--- config.mk ---
export PLATFORM = sky130hd
export DESIGN_NAME = apb_regfile_slave
export DESIGN_NICKNAME = d
export VERILOG_FILES = /design/src/rtl/apb_regfile_slave.sv
export SDC_FILE = /design/constraint.sdc
export NUM_CORES = 1
export LEC_CHECK = 0
export ABC_AREA = 1
export CORE_MARGIN = 2
export CORE_UTILIZATION = 59
export CTS_CLUSTER_DIAMETER = 60
export DETAILED_ROUTE_END_ITERATION = 16
export GPL_TIMING_DRIVEN = 0
export PLACE_DENSITY = 0.8
export SLEW_MARGIN = 20
export SYNTH_ARGS = -nofsm -noshare
export SYNTH_HDL_FRONTEND = slang
export SYNTH_SLANG_ARGS = --single-unit
export TNS_END_PERCENT = 1
--- constraint.sdc ---
create_clock -name pclk -period 2.7 [get_ports pclk]
set_clock_uncertainty 0.1 [all_clocks]
set_input_delay 0.54 -clock pclk [delete_from_list [all_inputs] [get_ports pclk]]
set_output_delay 0.54 -clock pclk [all_outputs]
set_load 0.01 [all_outputs]
--- src/rtl/apb_regfile_slave.sv ---
// APB slave with a byte-strobed register file, a read-only ID word at index 0,
// address-range error reporting and per-transfer programmable wait states.
module apb_regfile_slave #(
    parameter int                ADDR_W    = 8,
    parameter int                DATA_W    = 8,
    parameter int                DEPTH     = 16,
    parameter logic [ADDR_W-1:0] BASE_ADDR = 'h10,
    parameter int                WAIT_W    = 8,
    parameter logic [DATA_W-1:0] ID_VALUE  = 'hA5
) (
    input  logic                  pclk,
    input  logic                  preset,
    input  logic [ADDR_W-1:0]     paddr,
    input  logic                  pwrite,
    input  logic                  psel,
    input  logic                  penable,
    input  logic [DATA_W-1:0]     pwdata,
    input  logic [DATA_W/8-1:0]   pstrb,
    input  logic [WAIT_W-1:0]     wait_count,
    output logic [DATA_W-1:0]     prdata,
    output logic                  pready,
    output logic                  pslverr,
    output logic [1:0]            out_state,
    output logic [WAIT_W-1:0]     wait_left
);

    localparam int STRB_W = DATA_W / 8;
    localparam int IDX_W  = (DEPTH > 1) ? $clog2(DEPTH) : 1;
    localparam logic [ADDR_W:0] DEPTH_X = (ADDR_W+1)'(DEPTH);

    localparam logic [1:0] S_IDLE   = 2'b00;
    localparam logic [1:0] S_SETUP  = 2'b01;
    localparam logic [1:0] S_WAIT   = 2'b10;
    localparam logic [1:0] S_ACCESS = 2'b11;

    logic [1:0]        r_state;
    logic [ADDR_W-1:0] r_addr;
    logic              r_write;
    logic [DATA_W-1:0] r_wdata;
    logic [STRB_W-1:0] r_strb;
    logic [DATA_W-1:0] r_regs [DEPTH];

    logic [ADDR_W:0]   w_diff;
    logic              w_borrow;
    logic [ADDR_W-1:0] w_index;
    logic [IDX_W-1:0]  w_ridx;
    logic              w_err;

    // The extra top bit of the subtraction is the borrow: paddr below the window.
    assign w_diff   = {1'b0, r_addr} - {1'b0, BASE_ADDR};
    assign w_borrow = w_diff[ADDR_W];
    assign w_index  = w_diff[ADDR_W-1:0];
    assign w_ridx   = w_index[IDX_W-1:0];
    assign w_err    = w_borrow | ({1'b0, w_index} >= DEPTH_X) | (r_write && (w_index == '0));

    assign out_state = r_state;

    always_ff @(posedge pclk) begin
        if (!preset) begin
            r_state   <= S_IDLE;
            r_addr    <= '0;
            r_write   <= 1'b0;
            r_wdata   <= '0;
            r_strb    <= '0;
            prdata    <= '0;
            pready    <= 1'b0;
            pslverr   <= 1'b0;
            wait_left <= '0;
            for (int i = 0; i < DEPTH; i++) r_regs[i] <= '0;
        end else begin
            case (r_state)
                S_IDLE: begin
                    if (psel && !penable) begin
                        r_state   <= S_SETUP;
                        r_addr    <= paddr;
                        r_write   <= pwrite;
                        r_wdata   <= pwdata;
                        r_strb    <= pstrb;
                        wait_left <= wait_count;
                    end
                end
                S_SETUP, S_WAIT: begin
                    // penable is deliberately not checked here; a dropped psel aborts.
                    if (!psel) begin
                        r_state   <= S_IDLE;
                        wait_left <= '0;
                    end else if (wait_left == '0) begin
                        r_state <= S_ACCESS;
                        pready  <= 1'b1;
                        pslverr <= w_err;
                        if (!r_write) begin
                            prdata <= w_err ? '0 : ((w_index == '0) ? ID_VALUE : r_regs[w_ridx]);
                        end else if (!w_err) begin
                            for (int b = 0; b < STRB_W; b++)
                                if (r_strb[b]) r_regs[w_ridx][8*b +: 8] <= r_wdata[8*b +: 8];
                        end
                    end else begin
                        r_state   <= S_WAIT;
                        wait_left <= wait_left - WAIT_W'(1);
                    end
                end
                S_ACCESS: begin
                    r_state <= S_IDLE;
                    pready  <= 1'b0;
                    pslverr <= 1'b0;
                    prdata  <= '0;
                end
                default: r_state <= S_IDLE;
            endcase
        end
    end

endmodule
### Word-level counts from Yosys, hierarchy flattened

Memory sizes are Yosys's and may differ from the RTL's.
Cells that the tools add are included.

* output and inout port bits: 20
* flip-flop bits (word level): 38
* RAM bits: 128
* bits of input ports: 30
* memories kept: 1

* muxes and demuxes: 32
* $add $sub $neg: 2
* magnitude comparators: 1
* equal/unequal tests: 8
* bitwise gates (word level): 2
* reductions and logical operators: 14

Memories
* r_regs: words 16, bits a word 8, read ports 1, clocked after Yosys merged registers in 0, wr ports 16, RTL line 41 `logic [DATA_W-1:0] r_regs [DEPTH];`

Operator list (number)
* 2-to-1 mux 8 bit: 9
* one-hot mux 8 bit (2 select lines): 2
* logical NOT 8 bit: 2
* 2-to-1 mux 1 bit: 15
* subtractor 8 x 5 -> 9 bit (second input constant): 1
* greater-or-equal comparator 8 x 5 -> 1 bit (second input constant): 1
* inequality test 2 bit (second input constant): 4
* OR reduction 8 bit: 1
* subtractor 8 x 1 -> 8 bit (second input constant): 1
* one-hot mux 2 bit (3 select lines): 1
* AND reduction 3 bit: 2
* == test 2 bit (second input constant): 2
* 2-to-1 mux 2 bit: 2
* 2-to-1 mux 4 bit: 1
* one-hot mux 1 bit (2 select lines): 2
* AND reduction 4 bit: 1
* nonzero test 2 bit: 2
* inequality test 3 bit (second input constant): 1
* == test 2 x 1 -> 1 bit (second input constant): 1
* logical AND 1 bit: 2
* logical NOT 2 bit: 1
* bitwise OR 1 bit: 2
* AND reduction 2 bit: 1
* OR reduction 2 bit: 1
* logical NOT 1 bit: 1

### Depth between registers and ports, before layout

Gate-level depths: netlist (run 1).

* word-level depth: 13
* depth in mapped cells: 12

### Worst setup path before layout (run 1)

OpenSTA, ideal clock, no wires.

* kind: register -> register
* from: register r_state[0], in the netlist out_state[0]
* to: memory r_regs[3][0], enable pin
* period minus slack after synthesis: 2.276 ns
* setup time: 0.329 ns
* arrival: 1.847 ns
* cell stages (with the launch flop): 9
* required time: 2.271 ns
* setup slack: 0.424 ns
* cell sequence: dfxtp_1 > inv_1 > ha_1 > nand2_1 > nor3_1 > nand4_4 > inv_2 > nand3_4 > nand2_1

RTL lines
* start, declared: RTL line 36 `logic [1:0] r_state;`
* start signal, assigned: RTL line 60 `r_state <= S_IDLE;`
* start signal, assigned: RTL line 74 `r_state <= S_SETUP;`
* start signal, assigned: RTL line 85 `r_state <= S_IDLE;`
* end, declared: RTL line 41

==> qor.csv, run 1 <==
metric,value,unit
Final Max Tran Viols,0,
Root Buffer,clkbuf_16,
leakage power,3.59,nW
largest net degree at the start of global routing,18,
clock tree buffer depth,2,
"Period Utilization, post-route",0.943,
Num CTS Buffers,17,
Yosys cell types,29,
met2 usage,0.453,
FILL cells,1007,
mapped cell area,7590,um^2
CP most frequent cell,nand2_1,
Pint,4.63,mW
Antenna diodes,0,
Seq. cell area,4600,um^2
share of cells above drive strength 1,0.0978,
CP Class,register to register,
vias,6133,
area of the die,13800,um^2
"Seq/Total Area, Yosys",0.607,
Die Ht,117,um
"Slowest-stage cell, CP",dfxtp_1,
sequential share of power,0.465,
Pwr Total,6.34,mW
CP Data Arrival Time,2.54,ns
busiest grt layer,met2,
cells after synthesis,864,
RSZ-0062 raised after global routing,no,
Sw Ratio,0.269,
htree depth,4,
area delta synth->final,17.5,%
CTS tree,yes,
GRT Util Overall,0.283,
GPL Wtd Cong,0.929,
post-DP HPWL,13300,um
Initial Utilization,0.604,
Max Fclk,393,MHz
Post-DP Area,8310,um^2
1st-iter DRT viols,636,
Routed WL,19200,um
sw power,1.70,mW
tightest hold margin,0.325,ns
share of total power in combinational logic,0.161,
met1 Use GR,0.369,
row cnt,41,
num ports,50,
first-pass GRT wire length,29200,um
global route overflow,0,
Worst Max-Slew Pin Slew,0.834,ns
Sink Count,166,
WL/cell,17.1,um
Ys Warns,0,
crit-path max FO,9,
core footprint,12600,um^2
cell breakdown of the critical path,"inv_1, ha_1, nand2_1, nor3_1, nand4_4, nor2_4, nand2_2, nand2_1",
Max IR drop VDD,0.519,mV
Worst slew margin,0.444,
Final setup violation count,0,
Horiz. Die Dim,117,um
area of the multi-input gates,2720,um^2
Placed Cells incl. Taps,1091,
status,completed,
Total Nets Final,972,
via/cell ratio,5.46,
Worst-path clk slew,0.06,ns
first drt pass iteration count,5,
"slowest stage delay, CP",0.36,ns
"Avg Cell Area, Syn",8.78,um^2
port buffer count,48,
fin cells,1123,
residual DRC count,0,
pwr dens,710,nW/um^2
met3 Use GR,0.0569,
"Hold Vio Cnt, Final",0,
Yosys reg bits,166,
max-cap viol count,0,
post-route antenna net violation count,0,
later-pin clock latency in the skew report,0.42,ns
crit start category,register,
vias in the first global route,5623,
Clk pwr share,0.374,
initial antenna violation count,0,
Hold Path Class,input pin to register,
fin area,8920,um^2
Crit. End Element,register,
minimum clock period,2.55,ns
# Post-CTS Setup Buffers,0,
required time of the critical path,2.69,ns
[cell type report]
cell class | instances | area share
clock buffer | 23 | 0.0536
inverter | 43 | 0.0181
timing repair buffer | 48 | 0.0539
buffer | 33 | 0.0180
sequential | 166 | 0.516
tap | 172 | 0.0241
clock inverter | 9 | 0.0114
multi-input combinational | 629 | 0.305
[power by group through the flow]
stage | clock [mW] | sequential, mW | combinational (mW)
2_1_floorplan | 0 | 3.00 | 0.624
3_3_place_gp | 0 | 2.99 | 0.984
3_5_place_dp | 0 | 2.99 | 0.994
4_1_cts | 2.38 | 2.94 | 1.00
5_1_grt | 2.47 | 2.96 | 1.12
6_report | 2.37 | 2.94 | 1.02
[through the flow]
| stage | TNS [ns] | util | worst slack (ns) |
|---|---|---|---|
| finish | 0 | 0.710 | 0.153 |
| floorplan | 0 | - | 0.424 |
| global route | 0 | 0.710 | 0.00163 |
| CTS | 0 | 0.707 | 0.122 |
| detailed placement | -2.56 | 0.661 | -0.0527 |
| global placement | -0.218 | 0.661 | -0.0109 |
[routing by layer]
layer	vias up	wire, um
li1	2925	-
met1	2844	7700
met2	295	9100
met3	69	1590
met4	0	758
met5	-	0
[placed cells by master (no fill, tap or decap), types with 4 or more instances in the layout]
cell type,n
clkbuf_1,20
buf_2,5
clkinv_2,5
nand2_2,29
nand2_1,243
dfxtp_1,38
nand3_1,21
inv_2,9
clkdlybuf4s50_1,48
inv_1,34
o21ai_0,26
buf_4,8
nor2_1,231
a21oi_1,39
clkbuf_16,17
conb_1,8
edfxtp_1,128
o21ai_1,4
ha_1,4
nor2_2,5
[logic make-up (layout without fill, tap and decap cells)]
kind of cell / count (synthesis) / in the layout / synth area share
AND/OR/NAND/NOR: 541 / 541 / 0.291
AO/OA/AOI/OAI: 75 / 75 / 0.0516
buffers and inverters: 76 / 156 / 0.0424
XOR/XNOR: 1 / 1 / 0.00115
flip-flops: 166 / 166 / 0.607
other: 1 / 8 / 0.000494
adder cells (fa/ha/maj): 4 / 4 / 0.00660
[timing repair]
| item | in CTS | in global routing |
|---|---|---|
| endpoints found under the setup margin | 0 | 82 |
| hold buffers | 0 | 0 |
| resized for setup | 0 | 11 |
[Yosys cell counts (all sizes together)]
cell type	count	area share
edfxtp	128	0.51
a211oi	3	0.0030
nor3	3	0.0020
dfxtp	38	0.10
o21ai	30	0.020
nand2	272	0.14
o21a	1	0.00099
nor2	239	0.12
o31ai	1	0.00099
inv	43	0.021
xor2	1	0.0012
a21oi	39	0.026
nand3	25	0.022
conb	1	0.00049
ha	4	0.0066
a221oi	1	0.0012
clkbuf	17	0.0084
buf	16	0.013
nand4	2	0.0036
[path summary, 6_finish.rpt]
| path | start | endpoint | slack (ns) | cells after the start |
|---|---|---|---|---|
| setup / recovery | out_state[0]$_SDFFE_PN0P_ | r_regs[4][4]$_SDFFCE_PN0P_ | 0.15 | 8 |
| hold reg to reg | r_addr[5]$_SDFFE_PN0P_ | r_addr[5]$_SDFFE_PN0P_ | 0.35 | 2 |
| setup reg to reg | out_state[0]$_SDFFE_PN0P_ | r_regs[4][4]$_SDFFCE_PN0P_ | 0.15 | 8 |
| hold / removal | preset | r_wdata[7]$_SDFFE_PN0P_ | 0.32 | 3 |
[registers in the layout, indices dropped and copies added, names as in the netlist]
signal,count
pslverr,1
r_wdata,8
prdata,8
r_regs,128
r_strb,1
r_write,1
r_addr,8
pready,1
wait_left,8
out_state,2
[worst max-delay path, delay by kind of cell, from the launching register on]
| kind | cells | cell delay (ns) |
|---|---|---|
| DFF | 1 | 0.36 |
| adders and majority gates | 1 | 0.34 |
| buffers and inverters | 1 | 0.07 |
| and+or+nand+nor | 6 | 1.34 |
Note: power is estimated with default switching activity, not from simulation.
==> run 2, diff against run 1 <==
- CAP_MARGIN: default -> 20
==> results of run 2 <==
No change in the layout: final DEF, timing and power equal those of run 1.
